## config.mk

```make
export PLATFORM = sky130hd
export DESIGN_NAME = phase_sequencer
export DESIGN_NICKNAME = d
export VERILOG_FILES = /design/src/rtl/seq_pkg.sv /design/src/rtl/phase_sequencer.sv
export SDC_FILE = /design/constraint.sdc
export NUM_CORES = 1
export LEC_CHECK = 0
export BUFFER_PORTS_ARGS = -buffer_cell sky130_fd_sc_hd__buf_2
export CORE_MARGIN = 2
export CORE_UTILIZATION = 46
export DETAILED_ROUTE_END_ITERATION = 7
export PLACE_DENSITY = 0.79
export SYNTH_ARGS = -nofsm -noshare
export SYNTH_HDL_FRONTEND = slang
export SYNTH_SLANG_ARGS = --single-unit
```

## constraint.sdc

```tcl
create_clock -name Clock -period 1.6 [get_ports Clock]
set_clock_uncertainty 0.15 [all_clocks]
set_input_delay 0.08 -clock Clock [delete_from_list [all_inputs] [get_ports Clock]]
set_output_delay 0.08 -clock Clock [all_outputs]
set_load 0.02 [all_outputs]
```

## src/rtl/seq_pkg.sv

```systemverilog
// Shared definitions for the phase sequencer and the microinstruction decoder bench:
// opcode constants, sequencer state encoding and the state-to-phase decode.
package seq_pkg;

    localparam logic [3:0] OP_NOP  = 4'b0000;
    localparam logic [3:0] OP_ADD  = 4'b0001;
    localparam logic [3:0] OP_SUB  = 4'b0010;
    localparam logic [3:0] OP_OUT  = 4'b0011;
    localparam logic [3:0] OP_IN   = 4'b0100;
    localparam logic [3:0] OP_LOAD = 4'b0101;
    localparam logic [3:0] OP_HLT  = 4'b1111;

    typedef enum logic [2:0] {
        ST_IDLE = 3'd0,
        ST_P0   = 3'd1,
        ST_P1   = 3'd2,
        ST_P2   = 3'd3,
        ST_P3   = 3'd4,
        ST_HALT = 3'd5
    } state_t;

    // Bit k is high only in state Pk; IDLE and HALT give all zeros.
    function automatic logic [3:0] phase_decode(input state_t s);
        logic [3:0] ph;
        ph = 4'b0000;
        case (s)
            ST_P0:   ph = 4'b0001;
            ST_P1:   ph = 4'b0010;
            ST_P2:   ph = 4'b0100;
            ST_P3:   ph = 4'b1000;
            default: ph = 4'b0000;
        endcase
        return ph;
    endfunction

endpackage

```

## src/rtl/phase_sequencer.sv

```systemverilog
// Four-phase timing ring and instruction register feeding the microinstruction decoder,
// with run/stop, single-step, IN stall and HLT handling.
module phase_sequencer
    import seq_pkg::*;
#(
    parameter int BUS_WIDTH   = 8,
    parameter int COUNT_WIDTH = 8
) (
    input  logic                   Clock,
    input  logic                   Reset,
    input  logic                   Run,
    input  logic                   Step,
    input  logic                   LoadInst,
    input  logic [BUS_WIDTH-1:0]   Bus,
    input  logic                   InReady,
    output logic                   Phase0,
    output logic                   Phase1,
    output logic                   Phase2,
    output logic                   Phase3,
    output logic                   InstrIn0,
    output logic                   InstrIn1,
    output logic                   InstrIn2,
    output logic                   InstrIn3,
    output logic                   InAck,
    output logic                   Halted,
    output logic [COUNT_WIDTH-1:0] InstrCount
);

    state_t                 r_state;
    state_t                 w_next;
    logic                   r_single;
    logic                   w_single_next;
    logic                   w_load;
    logic [3:0]             r_opcode;
    logic [3:0]             r_phase;
    logic                   r_halted;
    logic [COUNT_WIDTH-1:0] r_count;

    // Only the opcode nibble of the bus is consumed.
    logic w_unused_bus;
    assign w_unused_bus = ^Bus[BUS_WIDTH-5:0];

    // Next-state decode, single-step flag update and opcode-load enable.
    always_comb begin
        w_next        = r_state;
        w_single_next = r_single;
        w_load        = 1'b0;
        case (r_state)
            ST_IDLE: begin
                if (Run) begin
                    w_next        = ST_P0;
                    w_single_next = 1'b0;
                end else if (Step) begin
                    w_next        = ST_P0;
                    w_single_next = 1'b1;
                end else begin
                    w_next        = ST_IDLE;
                end
            end
            ST_P0: w_next = ST_P1;
            ST_P1: begin
                w_next = ST_P2;
                w_load = LoadInst;
            end
            ST_P2: begin
                if (r_opcode == OP_HLT) begin
                    w_next = ST_HALT;
                end else if ((r_opcode == OP_IN) && !InReady) begin
                    w_next = ST_P2;
                end else begin
                    w_next = ST_P3;
                end
            end
            ST_P3: begin
                w_single_next = 1'b0;
                if (r_single || !Run) begin
                    w_next = ST_IDLE;
                end else begin
                    w_next = ST_P0;
                end
            end
            ST_HALT: w_next = ST_HALT;
            default: begin
                w_next        = ST_IDLE;
                w_single_next = 1'b0;
            end
        endcase
    end

    // State, flag, opcode and counter registers; phase/halt outputs are pre-decoded from
    // the next state so they are true registers yet aligned with the state.
    always_ff @(posedge Clock) begin
        if (Reset) begin
            r_state  <= ST_IDLE;
            r_single <= 1'b0;
            r_opcode <= OP_NOP;
            r_phase  <= 4'b0000;
            r_halted <= 1'b0;
            r_count  <= '0;
        end else begin
            r_state  <= w_next;
            r_single <= w_single_next;
            r_phase  <= phase_decode(w_next);
            r_halted <= (w_next == ST_HALT);
            if (w_load) begin
                r_opcode <= Bus[BUS_WIDTH-1 -: 4];
            end
            if (r_state == ST_P3) begin
                r_count <= r_count + COUNT_WIDTH'(1);
            end
        end
    end

    assign InAck      = (r_state == ST_P2) && (r_opcode == OP_IN) && InReady;
    assign Phase0     = r_phase[0];
    assign Phase1     = r_phase[1];
    assign Phase2     = r_phase[2];
    assign Phase3     = r_phase[3];
    assign InstrIn0   = r_opcode[0];
    assign InstrIn1   = r_opcode[1];
    assign InstrIn2   = r_opcode[2];
    assign InstrIn3   = r_opcode[3];
    assign Halted     = r_halted;
    assign InstrCount = r_count;

endmodule

```

==> run_results.csv <==
group,metric,value,unit
worst_hold_path,min_to,"r_state[1]",
yosys,syn_area_per_cell,9.47,um^2
detailed_routing,wl,1720,um
cts,clk_latency,0.30,ns
yosys,ys_seq_elements,21,
floorplan,row_count,15,
place,hpwlAfterDp,1190,um
critical_path,r2r-end,"r_phase[3]",
floorplan,num_io_pins,32,
critical_path,setup.worst_path.class,"reg2out",
timing,hold_ws,0.00474,ns
timing,setup-violations-final,0,
power_and_ir_drop,clkPwrFrac,0.261,
critical_path,worst_setup_path_start_kind,"flop",
layout,num-fill-cells,153,
yosys,yosys_warnings,0,
timing,rsz0062_at_grt,"false",
global_routing,grt_pass1_wl,2780,um
worst_hold_path,holdPathStages,4,
timing,period_needed,1.49,ns
critical_path,critical_path_peak_fanout,10,
yosys,ys_seq_area_frac,0.488,
detailed_routing,via_per_inst,4.85,
critical_path,cp_cell_sequence,"and4b_1, and3_1, buf_2",
status,outcome,"finished, final reports clean",
yosys,synth_cell_types,28,
yosys,syn-num-nets,106,
cts,clockBufferDepth,2,
power_and_ir_drop,worst_ir_drop_vdd,0.522,mV
floorplan,die_w,47.3,um
flow_run,max_cap_viol_count,0,
power_and_ir_drop,p_sw,0.000247,W
floorplan,dieArea,2240,um^2
power_and_ir_drop,p_leak,0.537,nW
place,place.gp.congestion,0.747,
yosys,synthTopCellsByArea,"dfxtp_1, nor2_1, xor2_1",
power_and_ir_drop,pwr-share-seq,0.596,
layout,n_antenna_cell,0,
timing,tightest_slew,0.323,ns
power_and_ir_drop,p_int,0.000711,W
timing,tns,0,ns
worst_hold_path,worstHoldStart,"InReady",
critical_path,cp_data_required_time,1.37,ns
timing,slew_headroom,0.782,
critical_path,r2r_slack,0.11,ns
floorplan,initial_core_util,0.494,
cts,cts-buffers-inserted,3,
detailed_routing,drc,0,
yosys,yosys.area.top_type,"dfxtp_1",
power_and_ir_drop,power.density,843,nW/um^2
timing,fin_crit_sh,0.931,
detailed_routing,wl_met1,797,um
global_routing,grt-ovfl-total,0,
cts,cts_tree,"done",
critical_path,endpoint_kind,"primary output",
detailed_routing,ant_nets,0,
critical_path,max_stage_delay,0.44,ns
cts,cts_max_level,1,
worst_hold_path,hp-class,"in2reg",
critical_path,reg2reg_from,"r_opcode[3]",
cts,clk_pin_slew_worst_paths,0.11,ns
yosys,synth_top_area_frac,0.488,
critical_path,worstPathArrival,1.26,ns
place,io_buffers,27,
yosys,syn_inst,91,
critical_path,ff2ff_path_depth,4,
timing,slew_violations,0,
layout,finalNetCount,144,
critical_path,cp_slowest_cell,"dfxtp_2",
detailed_routing,vias,742,
power_and_ir_drop,swShare,0.258,
yosys,synth_area,862,um^2
power_and_ir_drop,p_comb_frac,0.143,
layout,drive_gt1_frac,0.313,
timing,fmax,671,MHz
layout,final_core_util,0.652,
detailed_routing,drt-pass1-iter-count,4,
detailed_routing,dr_wl_met2,835,um
cts,cts-root-buf,"clkbuf_4",
critical_path,crit_path_start,"r_state[0]",
layout,area_delta_synth_final,31.9,%
detailed_routing,drt_iter0_markers,6,
cts,clkSinkCount,21,
global_routing,grt_pass1_vias,676,
global_routing,antenna_found_initial,0,
global_routing,grt_usage,0.182,
global_routing,grt_max_degree,16,
detailed_routing,wl_met3,46,um
detailed_routing,wl_per_cell,11.2,um
timing,hold_violations,0,
floorplan,die_h,47.3,um
detailed_routing,dr.max_layer_used,"met4",
floorplan,core,1750,um^2
[final cells by class]
class	count	area, um^2	share of cell area
Multi-Input combinational cell	63	417	0.366
Sequential cell	21	424	0.373
Timing Repair Buffer	37	228	0.200
Clock buffer	4	26.3	0.0231
Inverter	3	11.3	0.00990
Tap cell	25	31.3	0.0275
[per-stage QoR]
stage	instance area [um^2]	instances	worst slack [ns]	power (W)
5_1_grt	1140	153	0.00266	0.00100
6_report	1140	153	0.110	0.000958
3_3_place_gp	1020	141	0.111	0.000698
3_5_place_dp	1020	141	0.0852	0.000702
2_1_floorplan	862	91	0.173	0.000661
4_1_cts	1120	152	0.0409	0.000958
[what timing repair did]
item,in CTS,in global routing
endpoints found under the hold margin,6,0
hold buffers,7,0
cloned,0,0
setup buffers,0,1
endpoints found under the setup margin,1,14
resized for setup,1,3
[cells in the final DEF (no fill, tap or decap), drive strengths merged, types with 2 or more instances in the layout]
cell         instances
buf                 30
nor2                16
nand4                4
and3                 4
dfxtp               21
nor3                 3
clkbuf               4
dlygate4sd3          7
xor2                 6
nor2b                4
a21oi                2
inv                  3
nand2                4
o21ai                2
mux2i                5
[sequential cells by signal, indices dropped and copies added (netlist names)]
signal      flops
r_opcode        4
Halted          1
r_phase         4
r_state         3
r_single        1
InstrCount      8
[worst max-delay path, delay by kind of cell, from the launching register on]
kind,cells,cell delay [ns]
simple gates,2,0.36
buf+inv,1,0.15
flops,1,0.44
[Yosys cell counts]
library cell  count
clkbuf_1          2
mux2i_1           5
nor2b_1           4
inv_1             3
a31oi_1           1
nand2_1           4
and4_2            1
and2_1            1
nor2_1           16
o21a_1            1
o211ai_1          1
and4b_1           1
a21oi_1           2
nor3_1            3
ha_1              1
buf_2             1
o311a_2           1
nand4_1           4
and3_1            4
xor2_1            6
a41oi_1           1
dfxtp_1          21
and3b_1           1
nor3b_4           1
buf_4             1
xnor2_1           1
nor4_1            1
o21ai_0           2
[how the worst max path moves through the flow]
stage | end | slack (ns)
2_1_floorplan | r_phase[3] | 0.17
3_3_place_gp | r_phase[3] | 0.11
3_5_place_dp | r_opcode[1] | 0.09
4_1_cts | InAck | 0.04
5_1_grt | r_opcode[1] | 0.003
6_report | InAck | 0.11
[kinds of logic (layout without fill, tap and decap cells)]
| kind of cell | Yosys count | after routing | synth area share |
|---|---|---|---|
| xor gates and xnor gates | 7 | 7 | 0.0711 |
| DFF | 21 | 21 | 0.488 |
| AOI/OAI and AO/OA | 9 | 9 | 0.0711 |
| buffers and inverters | 7 | 44 | 0.0363 |
| adders and majority gates | 1 | 1 | 0.0145 |
| and+or+nand+nor | 41 | 41 | 0.261 |
| muxes | 5 | 5 | 0.0581 |
[routing by layer]
metal,global-route usage,vias up
met2,0.292,12
met4,0.117,0
met5,0,-
met1,0.222,339
li1,-,387
met3,0.0346,4
[power by group through the flow]
stage / logic [W] / registers [W] / clock network (W)
floorplan: 0.0000727 / 0.000589 / 0
global placement: 0.000119 / 0.000579 / 0
detailed placement: 0.000122 / 0.000580 / 0
CTS: 0.000135 / 0.000569 / 0.000254
global route: 0.000153 / 0.000575 / 0.000276
finish: 0.000138 / 0.000571 / 0.000250
Power figures use the tool's default switching activity.
